## src/rtl/alu_op_issue.sv

```systemverilog
// RV32I decode/issue stage: decodes one instruction per beat into the ALU command
// and presents it through a 2-entry skid buffer. Define ALU_OP_ISSUE_ILLEGAL_CHECK_EN to flag undecodable instructions.
module alu_op_issue #(
    parameter int DATA_W = 32
) (
    input  logic              clock,
    input  logic              reset_n,
    input  logic              flush,
    input  logic              in_valid,
    output logic              in_ready,
    input  logic [31:0]       in_instr,
    input  logic [DATA_W-1:0] in_pc,
    input  logic [DATA_W-1:0] in_rs1,
    input  logic [DATA_W-1:0] in_rs2,
    output logic              out_valid,
    input  logic              out_ready,
    output logic [5:0]        ALU_Control,
    output logic              branch_op,
    output logic [DATA_W-1:0] operand_A,
    output logic [DATA_W-1:0] operand_B,
    output logic [DATA_W-1:0] imm,
    output logic              illegal
);
    localparam logic [6:0] OPC_LUI    = 7'b0110111;
    localparam logic [6:0] OPC_AUIPC  = 7'b0010111;
    localparam logic [6:0] OPC_JAL    = 7'b1101111;
    localparam logic [6:0] OPC_JALR   = 7'b1100111;
    localparam logic [6:0] OPC_BRANCH = 7'b1100011;
    localparam logic [6:0] OPC_LOAD   = 7'b0000011;
    localparam logic [6:0] OPC_STORE  = 7'b0100011;
    localparam logic [6:0] OPC_OPIMM  = 7'b0010011;
    localparam logic [6:0] OPC_OP     = 7'b0110011;

    localparam logic [5:0] ALU_ADD  = 6'b000000;
    localparam logic [5:0] ALU_SUB  = 6'b001000;
    localparam logic [5:0] ALU_SLT  = 6'b000010;
    localparam logic [5:0] ALU_SLTU = 6'b000011;
    localparam logic [5:0] ALU_BLTU = 6'b010110;
    localparam logic [5:0] ALU_BGE  = 6'b010101;
    localparam logic [5:0] ALU_BGEU = 6'b010111;
    localparam logic [5:0] ALU_OR   = 6'b000110;
    localparam logic [5:0] ALU_XOR  = 6'b000100;
    localparam logic [5:0] ALU_AND  = 6'b000111;
    localparam logic [5:0] ALU_SLL  = 6'b000001;
    localparam logic [5:0] ALU_SRL  = 6'b000101;
    localparam logic [5:0] ALU_SRA  = 6'b001101;
    localparam logic [5:0] ALU_BEQ  = 6'b010000;
    localparam logic [5:0] ALU_BNE  = 6'b010001;
    localparam logic [5:0] ALU_JAL  = 6'b011111;
    localparam logic [5:0] ALU_JALR = 6'b111111;

    typedef struct packed {
        logic [5:0]        ctrl;
        logic              br;
        logic [DATA_W-1:0] op_a;
        logic [DATA_W-1:0] op_b;
        logic [DATA_W-1:0] imm_v;
        logic              ill;
    } beat_t;

    logic [6:0]        w_opcode;
    logic [2:0]        w_funct3;
    logic [DATA_W-1:0] w_imm_i, w_imm_s, w_imm_b, w_imm_u, w_imm_j;
    logic [DATA_W-1:0] w_shamt_i, w_shamt_r, w_pc4;
    logic              w_acc, w_main_free;
    beat_t             w_raw, w_dec;
    beat_t             r_main, r_skid;
    logic              r_main_valid, r_skid_valid;

    assign w_opcode  = in_instr[6:0];
    assign w_funct3  = in_instr[14:12];
    assign w_imm_i   = {{20{in_instr[31]}}, in_instr[31:20]};
    assign w_imm_s   = {{20{in_instr[31]}}, in_instr[31:25], in_instr[11:7]};
    assign w_imm_b   = {{20{in_instr[31]}}, in_instr[7], in_instr[30:25], in_instr[11:8], 1'b0};
    assign w_imm_u   = {in_instr[31:12], 12'b0};
    assign w_imm_j   = {{12{in_instr[31]}}, in_instr[19:12], in_instr[20], in_instr[30:21], 1'b0};
    assign w_shamt_i = {{(DATA_W-5){1'b0}}, in_instr[24:20]};
    assign w_shamt_r = {{(DATA_W-5){1'b0}}, in_rs2[4:0]};
    assign w_pc4     = in_pc + DATA_W'(4);

    always_comb begin
        w_raw = '0;
        case (w_opcode)
            OPC_LUI:   w_raw.op_b = w_imm_u;
            OPC_AUIPC: begin w_raw.op_a = in_pc; w_raw.op_b = w_imm_u; end
            OPC_JAL:   begin w_raw.op_a = w_pc4; w_raw.ctrl = ALU_JAL;  w_raw.imm_v = w_imm_j; end
            OPC_JALR:  begin w_raw.op_a = w_pc4; w_raw.ctrl = ALU_JALR; w_raw.imm_v = w_imm_i; end
            OPC_BRANCH: begin
                w_raw.op_a  = in_rs1;
                w_raw.op_b  = in_rs2;
                w_raw.br    = 1'b1;
                w_raw.imm_v = w_imm_b;
                case (w_funct3)
                    3'b000:  w_raw.ctrl = ALU_BEQ;
                    3'b001:  w_raw.ctrl = ALU_BNE;
                    3'b100:  w_raw.ctrl = ALU_SLT;
                    3'b101:  w_raw.ctrl = ALU_BGE;
                    3'b110:  w_raw.ctrl = ALU_BLTU;
                    3'b111:  w_raw.ctrl = ALU_BGEU;
                    default: w_raw.ctrl = ALU_ADD;
                endcase
            end
            OPC_LOAD:  begin w_raw.op_a = in_rs1; w_raw.op_b = w_imm_i; end
            OPC_STORE: begin w_raw.op_a = in_rs1; w_raw.op_b = w_imm_s; w_raw.imm_v = w_imm_s; end
            OPC_OPIMM, OPC_OP: begin
                // Register and immediate forms share funct3 decoding; only operand B and SUB differ.
                w_raw.op_a = in_rs1;
                w_raw.op_b = (w_opcode == OPC_OP) ? in_rs2 : w_imm_i;
                case (w_funct3)
                    3'b000:  w_raw.ctrl = (w_opcode == OPC_OP && in_instr[30]) ? ALU_SUB : ALU_ADD;
                    3'b001:  w_raw.ctrl = ALU_SLL;
                    3'b010:  w_raw.ctrl = ALU_SLT;
                    3'b011:  w_raw.ctrl = ALU_SLTU;
                    3'b100:  w_raw.ctrl = ALU_XOR;
                    3'b101:  w_raw.ctrl = in_instr[30] ? ALU_SRA : ALU_SRL;
                    3'b110:  w_raw.ctrl = ALU_OR;
                    default: w_raw.ctrl = ALU_AND;
                endcase
                if (w_funct3 == 3'b001 || w_funct3 == 3'b101)
                    w_raw.op_b = (w_opcode == OPC_OP) ? w_shamt_r : w_shamt_i;
            end
            default: ;
        endcase
    end

`ifdef ALU_OP_ISSUE_ILLEGAL_CHECK_EN
    logic [6:0] w_funct7;
    logic       w_illegal;
    assign w_funct7 = in_instr[31:25];

    always_comb begin
        w_illegal = 1'b0;
        case (w_opcode)
            OPC_LUI, OPC_AUIPC, OPC_JAL: w_illegal = 1'b0;
            OPC_JALR:   w_illegal = (w_funct3 != 3'b000);
            OPC_BRANCH: w_illegal = (w_funct3[2:1] == 2'b01);
            OPC_LOAD:   w_illegal = (w_funct3 == 3'b011) || (w_funct3[2:1] == 2'b11);
            OPC_STORE:  w_illegal = (w_funct3 > 3'b010);
            OPC_OP:     w_illegal = (w_funct7 != 7'b0000000 && w_funct7 != 7'b0100000) ||
                                    (w_funct7 == 7'b0100000 && w_funct3 != 3'b000 && w_funct3 != 3'b101);
            OPC_OPIMM: begin
                if (w_funct3 == 3'b001)
                    w_illegal = (w_funct7 != 7'b0000000);
                else if (w_funct3 == 3'b101)
                    w_illegal = (w_funct7 != 7'b0000000 && w_funct7 != 7'b0100000);
            end
            default: w_illegal = 1'b1;
        endcase
    end

    always_comb begin
        w_dec = w_raw;
        if (w_illegal) begin
            w_dec     = '0;
            w_dec.ill = 1'b1;
        end
    end
`else
    assign w_dec = w_raw;
`endif

    assign w_acc       = in_valid && !r_skid_valid;
    assign w_main_free = !r_main_valid || out_ready;

    // Main entry drives the outputs; the skid entry only fills while main is stalled.
    always_ff @(posedge clock or negedge reset_n) begin
        if (!reset_n) begin
            r_main_valid <= 1'b0;
            r_skid_valid <= 1'b0;
            r_main       <= '0;
            r_skid       <= '0;
        end else if (flush) begin
            r_main_valid <= 1'b0;
            r_skid_valid <= 1'b0;
        end else if (w_main_free) begin
            if (r_skid_valid) begin
                r_main       <= r_skid;
                r_main_valid <= 1'b1;
                r_skid_valid <= 1'b0;
            end else if (w_acc) begin
                r_main       <= w_dec;
                r_main_valid <= 1'b1;
            end else begin
                r_main_valid <= 1'b0;
            end
        end else if (w_acc) begin
            r_skid       <= w_dec;
            r_skid_valid <= 1'b1;
        end
    end

    assign in_ready    = !r_skid_valid;
    assign out_valid   = r_main_valid;
    assign ALU_Control = r_main.ctrl;
    assign branch_op   = r_main.br;
    assign operand_A   = r_main.op_a;
    assign operand_B   = r_main.op_b;
    assign imm         = r_main.imm_v;
    assign illegal     = r_main.ill;
endmodule

```

## config.mk

```make
export PLATFORM = sky130hd
export DESIGN_NAME = alu_op_issue
export DESIGN_NICKNAME = d
export VERILOG_FILES = /design/src/rtl/alu_op_issue.sv
export SDC_FILE = /design/constraint.sdc
export NUM_CORES = 1
export LEC_CHECK = 0
export CORE_UTILIZATION = 45
export CTS_CLUSTER_SIZE = 10
export DETAILED_ROUTE_END_ITERATION = 8
export PLACE_DENSITY = 0.75
export SLEW_MARGIN = 25
export SYNTH_ARGS = -nofsm -noshare
export SYNTH_HDL_FRONTEND = slang
export SYNTH_SLANG_ARGS = --single-unit
```

## constraint.sdc

```tcl
create_clock -name clock -period 2.85 [get_ports clock]
set_input_delay 0.4275 -clock clock [delete_from_list [all_inputs] [get_ports clock]]
set_output_delay 0.4275 -clock clock [all_outputs]
set_load 0.01 [all_outputs]
```

* Yosys cells after proc, flatten, opt, wreduce, memory -nomap -nowiden
Index checks and enable logic that the tools add are counted.
Storage, ports and cells: output and inout port bits 106, register bits after elaboration 209, word-level logic and storage cells 69
Cells by class: bitwise logic cells 2, $add $sub $neg 1, mux-type cells 21, reductions and logical operators 16, equality and inequality tests 16
Operator list (number):
- $mux 104 | 2
- $pmux 32 s5 | 1
- $pmux 32 s4 | 1
- $pmux 32 s3 | 1
- $mux 32 | 2
- $add 32x3->32 const B | 1
- $pmux 5 s6 | 1
- $pmux 4 s7 | 1
- $pmux 6 s4 | 1
- $eq 7x6->1 const B | 3
- $eq 7x7->1 const B | 3
- $eq 7x5->1 const B | 2
- $eq 3x3->1 const B | 4
- $mux 1 | 8
- $mux 4 | 2
- $eq 7x2->1 const B | 1
- $eq 3x2->1 const B | 2
- $reduce_and 3->1 | 2
- $reduce_or 2->1 | 3
- $mux 5 | 1
- $reduce_or 5->1 | 1
- $reduce_bool 2->1 | 2
- $eq 3x1->1 const B | 1
- $logic_not 3->1 | 1
- 5 further kinds | 9

* Longest topological paths before layout
depth in word-level cells 7, mapped depth 9, depth with buffers taken out 7

* Least setup slack after synthesis
OpenSTA, ideal clock, no wires.
path kind in2reg, start in in_instr[6], end reg r_main, in the netlist operand_B[28], slack 0.853 ns, data required time 2.725 ns, library setup time 0.125 ns, arrival time 1.872 ns, buffers on the path 3, cell stages on the path 9, cell sequence buf_4 nand2b_1 o21ai_1 and3_1 buf_2 buf_2 a221oi_1 o21ai_0 mux2_2
On the way: word-level cells in the longest chain between the ends 6, elaborated cells between the ends (all ways) 14, those cells by class eq/ne: 7; mux: 5; reduce/logical: 2
Ends and longest elaborated chain:
- start: declaration | RTL line 11 | input logic [31:0] in_instr,
- $eq 7x6->1 | RTL line 83, 108
- $mux 32 | RTL line 108 | w_raw.op_b = (w_opcode == OPC_OP) ? in_rs2 : w_imm_i;
- $mux 32 | RTL line 119 | if (w_funct3 == 3'b001 || w_funct3 == 3'b101)
- $pmux 32 s5 * | RTL line 83 | case (w_opcode)
- $mux 104 * | RTL line 180 | end else if (w_acc) begin
- $mux 104 * | RTL line 176 | if (r_skid_valid) begin
- end signal: assignment | RTL line 177 | r_main <= r_skid;
- end signal: assignment | RTL line 181 | r_main <= w_dec;
- end: declaration | RTL line 67 | beat_t r_main, r_skid;
Every way passes the cells marked *; elsewhere a longest branch is shown, timed or not. The select of a mux whose other input is x is not followed. A chain may end at the register's enable or synchronous reset.

* Worst setup path after layout
start reg r_skid_valid, end out in_ready
On the way: word-level cells in the longest chain between the ends 1
Ends and longest elaborated chain:
- start: declaration | RTL line 68 | logic r_main_valid, r_skid_valid;
- start signal: assignment | RTL line 169 | r_skid_valid <= 1'b0;
- start signal: assignment | RTL line 174 | r_skid_valid <= 1'b0;
- start signal: assignment | RTL line 179 | r_skid_valid <= 1'b0;
- $logic_not 1->1 | RTL line 192 | assign in_ready = !r_skid_valid;
- end: declaration | RTL line 10 | output logic in_ready,
No other way between the ends.

==> qor.csv <==
metric,value,unit
r2r setup slk,910,ps
number of synthesized flops with an enable pin,0,
Die Ht,147,um
Synth area leader,dfrtp_1,
Port Buffers,237,
pin count of the biggest net entering global routing,128,
Pins Over Slew Limit,0,
Crit Path Class,flip-flop to output pin,
Yosys reg bits,186,
Crit Reg-Reg Endpoint,r_skid[77],
IO Pins,239,
vias post-DR,8930,
number of fill cells in the layout,1753,
Comb power frac,12.7,%
Worst Setup Start Kind,flip-flop,
Post-Synth Simple-Gate Area,16.4,%
most common cell in the netlist,o21ai_0,
Synth top area share,48.9,%
HPWL Detailed,20900,um
Cell variety after synth,59,
Sw Ratio,27.2,%
Reg-to-Reg Start,r_skid_valid,
worst-margin pin slew,664,ps
Clock power frac,39.8,%
RSZ-0062 raised after global routing,false,
final wirelength,28800,um
Post-CTS Setup Bufs,0,
Clock Latency Late Sink,440,ps
CTS tree,built,
total of max-cap violations,0,
initial antenna violation count,1,
core box area,0.0205,mm2
Avg WL per Cell,18.6,um
synth-to-layout area growth,35.6,%
VDD IR-drop max,0.342,mV
Internal Power,4.28,mW
syn_nets,1193,
DR iter-0 viols,676,
share of flip-flops with an asynchronous set or reset,100,%
"Req. time, crit path",2420,ps
Worst slew margin,55.5,%
vias per std cell,5.76,
Final GP Congestion,0.909,
vias in the first global route,8489,
failing checks,negative hold slack,
"Max FO, Critical Path",18,
clock skew,12.3,ps
CTS Hold Buffers Added,0,
Setup-failing EPs final,0,
CTS root buffer,clkbuf_16,
final worst-path cycle share,86.6,%
Row Count,52,
initial core utilization,46.4,%
CP startpoint,r_skid_valid,
die width,147,um
synthesized cell area,0.00952,mm2
Net Switching,1.60,mW
crit path to,in_ready,
Synth Area in Adders,0.131,%
GRT Overall Usage,27.1,%
share of cells above drive strength 1,10.8,%
compound-cell area share of the yosys netlist,23.2,%
post_cts resized,0,
PwrDens,455,mW/mm2
Yosys warning count,0,
Routed Antenna Nets,0,
main combinational cell family by area after synthesis,compound AO/OA/AOI/OAI gates,
Arrival @ worst endpoint,2040,ps
Synth area leaders,"dfrtp_1 (49%), o21ai_0 (11%), nand2_1 (7.6%)",
"Hold Violations, Final",8,
CTS Buf Count,17,
first-pass GRT wire length,46100,um
gr ovfl total,0,
1st-pass router iterations,7,
Max Clk Rate,0.405,GHz
Leak Pwr,5.45,nW
htree depth,4,
total power,5.88,mW
clk sinks,186,
mux contribution to synthesized area,6.18,%
Commonest cells post-synth,"o21ai_0 (205), nand2_1 (192), dfrtp_1 (186)",
worst hold slack,-13.9,ps
fin crit period,2470,ps
Register-to-Register Path Depth,5,
nets,1400,
Setup crit end kind,output pin,
Worst-path clk slew,80,ps
status,finished with violations,
Longest Clk Path Bufs,2,
sequential share of the synthesized area,48.9,%
Mapped Cells,1059,
post-synthesis xor/xnor area fraction,0.368,%
DRC,0,
syn_area_per_cell,8.99,um2
placed insts,1517,
Hold Path Class,primary input to asynchronous set/reset pin,
"Cell Count, Final, Fillers Out",1550,
ys flop type,dfrtp_1,
Setup TNS,0,ps
Seq pwr share,47.5,%
Die ar.,0.0217,mm2
## metal layers
layer / vias up / global-route usage [%] / wire length [um]
met5: - / 0 / 0
met4: 0 / 9.95 / 681
met3: 52 / 4.14 / 1540
met2: 340 / 41.8 / 13300
met1: 4311 / 38.8 / 13300
li1: 4227 / - / -
## through the flow
step                instance area, um2  setup slack (ps)  utilization [%]
finish                           12900               381             63.0
global route                     12900               248             63.0
CTS                              12900               368             63.0
detailed placement               12300             -8.40             60.2
global placement                 12300              49.5             60.2
floorplan                         9520               853                -
## how the worst min path moves through the flow
stage | from | endpoint | slack (ps) | cells past startpoint
6_report | reset_n | r_skid[77] | -10 | 1
5_1_grt | reset_n | operand_A[3] | 30 | 1
4_1_cts | reset_n | r_skid[68] | 7 | 1
3_5_place_dp | r_skid[77] | r_skid[77] | 460 | 1
3_3_place_gp | r_skid[88] | r_skid[88] | 450 | 2
2_1_floorplan | reset_n | ALU_Control[0] | 130 | 0
## flip-flops by register name (all words and copies together), names as in the netlist
register / cells
r_skid: 92
imm: 21
out_valid: 1
ALU_Control: 6
r_skid_valid: 1
branch_op: 1
operand_A: 32
operand_B: 32
## cells by family after synthesis
kind of cell / count (synthesis)
adders and majority gates: 1
xor gates and xnor gates: 4
buffers and inverters: 103
muxes: 53
AOI/OAI and AO/OA: 372
DFF: 186
other: 1
and+or+nand+nor: 339
## power groups by stage
stage	sequential (mW)	combinational [mW]	clock (mW)
floorplan	2.85	0.239	0
global placement	2.84	0.735	0
detailed placement	2.84	0.745	0
CTS	2.79	0.749	2.39
global route	2.80	0.809	2.49
finish	2.79	0.747	2.34
## final cells by class
class,count,area (um2),area share (%)
Antenna cell,1,2.50,0.0194
Clock buffer,17,425,3.30
Clock inverter,15,151,1.17
Inverter,7,26.3,0.204
Multi-Input combinational cell,770,4440,34.4
Sequential cell,186,4660,36.1
Tap cell,270,338,2.62
Timing Repair Buffer,284,2870,22.2
## worst max-delay path, stage by stage (launching register included)
cell and delay [ps]:
dfrtp_4 580, inv_1 390, clkdlybuf4s50_1 630
## cell usage in the layout (no fill, tap or decap), drive strengths merged, types with 3 or more instances in the layout
master	count
a31oi	15
mux2i	7
and2	5
a21o	6
or3	8
o311a	4
a22o	9
o21ai	212
clkbuf	18
nand2	192
and3	31
nand3	14
a221oi	29
a21oi	49
o21a	3
and4	4
clkdlybuf4s50	236
mux2	46
a22oi	21
inv	17
xnor2	4
clkinv	4
nor2	41
a222oi	3
nor3	12
a211oi	4
dfrtp	186
buf	47
o211ai	4
a41oi	3
nand4	12
nand2b	4
nor4	5
Note: power is estimated with default switching activity, not from simulation.
